## src/rtl/cycle_window_ctrl_pkg.sv

```systemverilog
// Shared widths, state encoding and limits for the measurement window sequencer.
package cycle_ctrl_pkg;

  localparam int CNT_W = 11;
  localparam int EVT_W = 16;

  localparam logic [EVT_W-1:0] EVT_MAX = {EVT_W{1'b1}};

  typedef enum logic [1:0] {
    IDLE = 2'd0,
    LOAD = 2'd1,
    RUN  = 2'd2,
    DONE = 2'd3
  } cyc_state_e;

endpackage

```

## src/rtl/cycle_window_ctrl_if.sv

```systemverilog
// Result read port: same wen/ren/ready style as the other config registers.
interface cycle_window_ctrl_if #(
  parameter int EVT_W = 16
);
  logic             result_ren;
  logic [EVT_W-1:0] result_rdata;
  logic             result_ready;

  modport master (output result_ren, input result_rdata, input result_ready);
  modport slave  (input result_ren, output result_rdata, output result_ready);
endinterface

```

## src/rtl/cycle_window_ctrl_sat_counter.sv

```systemverilog
// Saturating up-counter with synchronous clear and a sticky flag that records
// any increment attempted while already at the maximum value.
module sat_counter #(
  parameter int W = 16
) (
  input  logic         clk,
  input  logic         rst_n,
  input  logic         clr,
  input  logic         en,
  output logic [W-1:0] cnt,
  output logic         sat
);

  localparam logic [W-1:0] MAX = {W{1'b1}};

  logic [W-1:0] cnt_q, cnt_d;
  logic         sat_q, sat_d;

  // Next count: clear wins, otherwise count up and stick at MAX.
  always_comb begin
    cnt_d = cnt_q;
    sat_d = sat_q;
    if (clr) begin
      cnt_d = '0;
      sat_d = 1'b0;
    end else if (en) begin
      if (cnt_q == MAX) sat_d = 1'b1;
      else              cnt_d = cnt_q + W'(1);
    end
  end

  // Counter state register.
  always_ff @(posedge clk or negedge rst_n) begin
    if (!rst_n) begin
      cnt_q <= '0;
      sat_q <= 1'b0;
    end else begin
      cnt_q <= cnt_d;
      sat_q <= sat_d;
    end
  end

  assign cnt = cnt_q;
  assign sat = sat_q;

endmodule

```

## src/rtl/cycle_window_ctrl.sv

```systemverilog
// Measurement window sequencer: latches the cycle config on LOAD, holds
// window_active for that many cycles while counting events, then publishes
// the count and overflow flag. All outputs come from flops or the state reg.
module cycle_window_ctrl
  import cycle_ctrl_pkg::*;
#(
  parameter int CNT_W = cycle_ctrl_pkg::CNT_W,
  parameter int EVT_W = cycle_ctrl_pkg::EVT_W
) (
  input  logic             clk,
  input  logic             rst_n,
  input  logic [CNT_W-1:0] cycle_cfg,
  input  logic             start,
  input  logic             abort,
  input  logic             cont_mode,
  input  logic             event_in,
  output logic             busy,
  output logic             window_active,
  output logic             done,
  output logic             overflow,
  cycle_window_ctrl_if.slave rd
);

  cyc_state_e       state_q, state_d;
  // remaining_q doubles as the latched window length: loaded from cycle_cfg
  // in LOAD and only decremented afterwards.
  logic [CNT_W-1:0] remaining_q, remaining_d;
  logic [EVT_W-1:0] result_q, result_d;
  logic             overflow_q, overflow_d;
  logic [EVT_W-1:0] rdata_q, rdata_d;
  logic             ready_q, ready_d;

  logic             cnt_clr, cnt_en;
  logic [EVT_W-1:0] evt_cnt;
  logic             ovf_live;

  sat_counter #(.W(EVT_W)) u_evt_cnt (
    .clk   (clk),
    .rst_n (rst_n),
    .clr   (cnt_clr),
    .en    (cnt_en),
    .cnt   (evt_cnt),
    .sat   (ovf_live)
  );

  // Sequencer next-state, window countdown and result capture.
  always_comb begin
    state_d     = state_q;
    remaining_d = remaining_q;
    result_d    = result_q;
    overflow_d  = overflow_q;
    cnt_clr     = 1'b0;
    cnt_en      = 1'b0;
    case (state_q)
      IDLE: begin
        if (start) state_d = LOAD;
      end
      LOAD: begin
        cnt_clr = 1'b1;
        if (cycle_cfg == '0) begin
          state_d = DONE;
        end else begin
          state_d     = RUN;
          remaining_d = cycle_cfg;
        end
      end
      RUN: begin
        cnt_en      = event_in;
        remaining_d = remaining_q - CNT_W'(1);
        if (remaining_q == CNT_W'(1)) state_d = DONE;
      end
      DONE: begin
        result_d   = evt_cnt;
        overflow_d = ovf_live;
        state_d    = cont_mode ? LOAD : IDLE;
      end
      default: state_d = IDLE;
    endcase
    // Abort cancels everything, including a pending result publish.
    if (abort) begin
      state_d    = IDLE;
      result_d   = result_q;
      overflow_d = overflow_q;
      cnt_en     = 1'b0;
    end
  end

  // Registered read port: data is zero whenever no read is requested.
  always_comb begin
    rdata_d = rd.result_ren ? result_q : '0;
    ready_d = rd.result_ren;
  end

  // State and result registers.
  always_ff @(posedge clk or negedge rst_n) begin
    if (!rst_n) begin
      state_q     <= IDLE;
      remaining_q <= '0;
      result_q    <= '0;
      overflow_q  <= 1'b0;
      rdata_q     <= '0;
      ready_q     <= 1'b0;
    end else begin
      state_q     <= state_d;
      remaining_q <= remaining_d;
      result_q    <= result_d;
      overflow_q  <= overflow_d;
      rdata_q     <= rdata_d;
      ready_q     <= ready_d;
    end
  end

  assign busy            = (state_q != IDLE);
  assign window_active   = (state_q == RUN);
  assign done            = (state_q == DONE);
  assign overflow        = overflow_q;
  assign rd.result_rdata = rdata_q;
  assign rd.result_ready = ready_q;

endmodule

```

## src/flat_wrapper.sv

```systemverilog
// flat-port wrapper written by rule: the top's interface ports become plain ports
module cycle_window_ctrl_flat import cycle_ctrl_pkg::*;
#(
  parameter int CNT_W = cycle_ctrl_pkg::CNT_W,
  parameter int EVT_W = cycle_ctrl_pkg::EVT_W
)
  (clk, rst_n, cycle_cfg, start, abort, cont_mode, event_in, busy, window_active, done, overflow, rd_result_ren, rd_result_rdata, rd_result_ready);
  cycle_window_ctrl_if #(.EVT_W(EVT_W)) rd_i ();
  input  logic clk;
  input  logic rst_n;
  input  logic [CNT_W-1:0] cycle_cfg;
  input  logic start;
  input  logic abort;
  input  logic cont_mode;
  input  logic event_in;
  output logic busy;
  output logic window_active;
  output logic done;
  output logic overflow;
  input wire logic [$bits(rd_i.result_ren)-1:0] rd_result_ren;
  output wire logic [$bits(rd_i.result_rdata)-1:0] rd_result_rdata;
  output wire logic [$bits(rd_i.result_ready)-1:0] rd_result_ready;
  assign rd_i.result_ren = rd_result_ren;
  assign rd_result_rdata = rd_i.result_rdata;
  assign rd_result_ready = rd_i.result_ready;
  cycle_window_ctrl #(.CNT_W(CNT_W), .EVT_W(EVT_W)) u_core (.clk(clk), .rst_n(rst_n), .cycle_cfg(cycle_cfg), .start(start), .abort(abort), .cont_mode(cont_mode), .event_in(event_in), .busy(busy), .window_active(window_active), .done(done), .overflow(overflow), .rd(rd_i));
endmodule
```

## config.mk

```make
export PLATFORM = sky130hd
export DESIGN_NAME = cycle_window_ctrl_flat
export DESIGN_NICKNAME = d
export VERILOG_FILES = /design/src/rtl/cycle_window_ctrl_pkg.sv /design/src/rtl/cycle_window_ctrl_if.sv /design/src/rtl/cycle_window_ctrl_sat_counter.sv /design/src/rtl/cycle_window_ctrl.sv /design/src/flat_wrapper.sv
export SDC_FILE = /design/constraint.sdc
export NUM_CORES = 1
export LEC_CHECK = 0
export ABC_AREA = 1
export ABC_CLOCK_PERIOD_IN_PS = 1600
export BUFFER_PORTS_ARGS = -buffer_cell sky130_fd_sc_hd__buf_2
export CAP_MARGIN = 10
export CORE_AREA = 2 2 94 96
export DETAILED_ROUTE_END_ITERATION = 10
export DIE_AREA = 0 0 96 98
export PLACE_DENSITY = 0.64
export SYNTH_ARGS = -nofsm -noshare
export SYNTH_HDL_FRONTEND = slang
export SYNTH_SLANG_ARGS = --single-unit
```

## constraint.sdc

```tcl
create_clock -name clk -period 1.6 [get_ports clk]
set_input_delay 0.08 -clock clk [delete_from_list [all_inputs] [get_ports clk]]
set_output_delay 0.08 -clock clk [all_outputs]
set_load 0.005 [all_outputs]
```

==> results.md <==
- Peak VDD IR: 465.0 uV
- Vias in the first global route: 2746
- Initial antenna violation count: 0
- Largest net degree at the start of global routing: 65
- CP Capture Type: flip-flop
- Combinational Power Share: 0.382
- Crit-path slowest cell: dfrtp_2
- Synth cell types: 28
- Most used cell, CP: nand2_1
- Unrepaired setup endpoints after global routing: true
- Worst slew margin: 0.7750
- Die height: 98 um
- Fillers: 806
- CP arrival: 1.79 ns
- Placed Cells: 589
- Gpl congestion: 0.8634
- Global-route wire length before repair: 12.47 mm
- Final ANT Viol Nets: 0
- Post-Route WL: 7.554 mm
- Internal Power: 0.003393 W
- Area delta synth->final: 24.98%
- Crit path max fanout: 6
- Longest Clk Path Bufs: 2
- Flop pwr share: 0.360
- Area of the multi-input gates: 1465 um2
- Mapped Area: 3296 um2
- Layout cells sized above 1: 0.2270
- Startpoint types: flip-flop
- WP data required: 1.84 ns
- Clock share of power: 0.258
- Effective utilization at floorplan: 0.3893
- GR Util All Layers: 0.1685
- DRC: 0
- Port Buffers: 38
- DRT Pass-1 Iters: 4
- Worst slew pin tran: 0.3375 ns
- FF+latch count, synth: 64
- Die width: 96 um
- CP Cell Sequence: inv_2, ha_2, nand2_1, nor2_2, nand3_2, nor2b_2, buf_4, nand2_1, nand2_1
- Antenna cells: 0
- Leakage power: 2.184 nW
- Hold crit path type: in2reg
- Sequential share of the synthesized area: 0.4860
- Root buffer cell: clkbuf_8
- NetSw: 0.002146 W
- Sequential cell area: 1608 um2
- Post-route clock period utilization: 0.9721
- Fmax: 0.6429 GHz
- Die area: 9408 um2
- Fin nets: 532
- Vias per inst: 4.727
- Count of non-filler cells in the finished layout: 619
- Fin crit period: 1.555 ns
- Clock sinks: 64
- Routed length per instance: 12.20 um
- Via count: 2926
- Mean post-synth cell area: 7.594 um2
- CTS Buf Count: 9
- Clock Skew: 0.005141 ns
- Syn Inst Count: 434
- Core area: 8466 um2
- Htree depth: 3
- Tot Pwr: 0.005539 W
- CTS tree: done
- Maximum Capacitance Violations: 0
- Switching part of the total: 0.3875
- DP HPWL: 5.101 mm
- Number of top-level pins: 39
- Final Slew Violations: 0
- YS warnings: 0
- PD cells: 1345 nW/um2
- Setup CP Type: reg2reg
- Hold Fails Final Rpt: 0
- Worst Hold Margin: 0.05455 ns
- Clk_lat worst skew: 0.34 ns
- Iteration-0 DRC Markers: 219
- Row count: 34
- Synth Net Count: 460
- Final Setup Violations: 0
- Max incr delay on CP: 0.45 ns
- Status: finished, final reports clean
- Clock slew at reported path FFs: 0.08 ns
- Grt total ovfl: 0
critical path, delay by kind of cell (launching register included):
kind	cells	cell delay, ns
AND/OR/NAND/NOR	6	0.61
buffers and inverters	2	0.23
adder cells (fa/ha/maj)	1	0.17
flip-flops	1	0.45
metrics by stage:
stage / setup slack (ns) / TNS [ns] / area, um2 / utilization
2_1_floorplan: 0.01668 / 0 / 3298 / -
3_3_place_gp: 0.04800 / 0 / 3736 / 0.4413
3_5_place_dp: 0.02776 / 0 / 3736 / 0.4413
4_1_cts: 0.009925 / 0 / 3959 / 0.4676
5_1_grt: -0.03260 / -0.1889 / 4119 / 0.4866
6_report: 0.04465 / 0 / 4119 / 0.4866
metal layers:
layer / global-route usage / part of all wire / vias to the layer above
li1: - / - / 1507
met1: 0.2328 / 0.47 / 1346
met2: 0.2521 / 0.47 / 56
met3: 0.03704 / 0.035 / 17
met4: 0.07473 / 0.028 / 0
met5: 0 / 0 / -
timing repair:
| action | in CTS | in global routing |
|---|---|---|
| endpoints found under the hold margin | 65 | 0 |
| setup buffers | 0 | 9 |
| setup endpoints to repair | 0 | 27 |
| gates resized for setup | 0 | 26 |
| hold buffers | 2 | 0 |
cell usage in the layout (no fill, tap or decap), types with 4 or more instances in the layout:
cell | netlist | layout
dfrtp_1 | 64 | 59
buf_6 | 1 | 4
clkinvlp_4 | 0 | 4
nor2_4 | 3 | 4
buf_2 | 2 | 38
inv_2 | 0 | 4
buf_4 | 0 | 25
nor2_2 | 1 | 4
nor2_1 | 37 | 34
nand3_1 | 26 | 25
dfrtp_2 | 0 | 5
clkbuf_8 | 0 | 9
nand4_1 | 20 | 20
nand2_1 | 159 | 159
ha_1 | 8 | 5
inv_1 | 58 | 54
o21ai_0 | 27 | 27
area by class of cell:
cell class	count	share of cell area
Sequential cell	64	0.3903
Multi-Input combinational cell	301	0.3557
Timing Repair Buffer	71	0.1173
Inverter	59	0.05468
Tap cell	108	0.03281
Clock buffer	9	0.03007
Clock inverter	7	0.01914
power groups by stage:
stage	Clock, W	Sequential (W)	Combinational (W)
3_3_place_gp	0	0.00200	0.00182
3_5_place_dp	0	0.00200	0.00187
6_report	0.00143	0.00199	0.00212
4_1_cts	0.00147	0.00197	0.00187
5_1_grt	0.00154	0.00201	0.00237
2_1_floorplan	0	0.00198	0.00131
cell families (layout without fill, tap and decap cells):
| group | Yosys count | count (layout) | synth area share |
|---|---|---|---|
| flip-flops | 64 | 64 | 0.4860 |
| AND/OR/NAND/NOR | 254 | 255 | 0.3322 |
| adder cells (fa/ha/maj) | 8 | 8 | 0.03037 |
| XOR/XNOR | 2 | 2 | 0.005316 |
| buffers and inverters | 70 | 146 | 0.08618 |
| multiplexers | 2 | 2 | 0.006833 |
| AO/OA/AOI/OAI | 34 | 34 | 0.05315 |
Yosys cell counts (all sizes together):
master,number,share of area
nand2,161,0.18
dfrtp,64,0.49
inv,58,0.066
nor2,42,0.060
o21ai,31,0.048
nand3,26,0.039
nand4,20,0.038
ha,8,0.030
clkbuf,7,0.0080
buf,4,0.011
a21oi,2,0.0030
mux2,2,0.0068
xor2,2,0.0053
and2,1,0.0019
clkinv,1,0.0011
nand3b,1,0.0023
nor2b,1,0.0019
nor3,1,0.0015
o22ai,1,0.0019
or2,1,0.0019
final timing paths:
check / start / end / slack [ns] / cells past startpoint
setup / recovery: u_core.state_q[1] / u_core.remaining_q[5] / 0.04 / 9
hold / removal: abort / u_core.u_evt_cnt.sat / 0.05 / 4
setup reg to reg: u_core.state_q[1] / u_core.remaining_q[5] / 0.04 / 9
hold reg to reg: u_core.result_q[9] / u_core.rd.result_rdata[9] / 0.47 / 2
max in group asynchronous: rst_n / u_core.u_evt_cnt.cnt[9] / 1.03 / 3
min in group asynchronous: rst_n / u_core.state_q[0] / 0.27 / 3
registers in the layout, summed over array words and instances, names as in the netlist:
signal and count:
u_core.u_evt_cnt.cnt 16, u_core.rd.result_ready 1, u_core.overflow 1, u_core.u_evt_cnt.sat 1, u_core.rd.result_rdata 16, u_core.result_q 16
u_core.remaining_q 11, u_core.state_q 2
(Power assumes the default switching activity.)
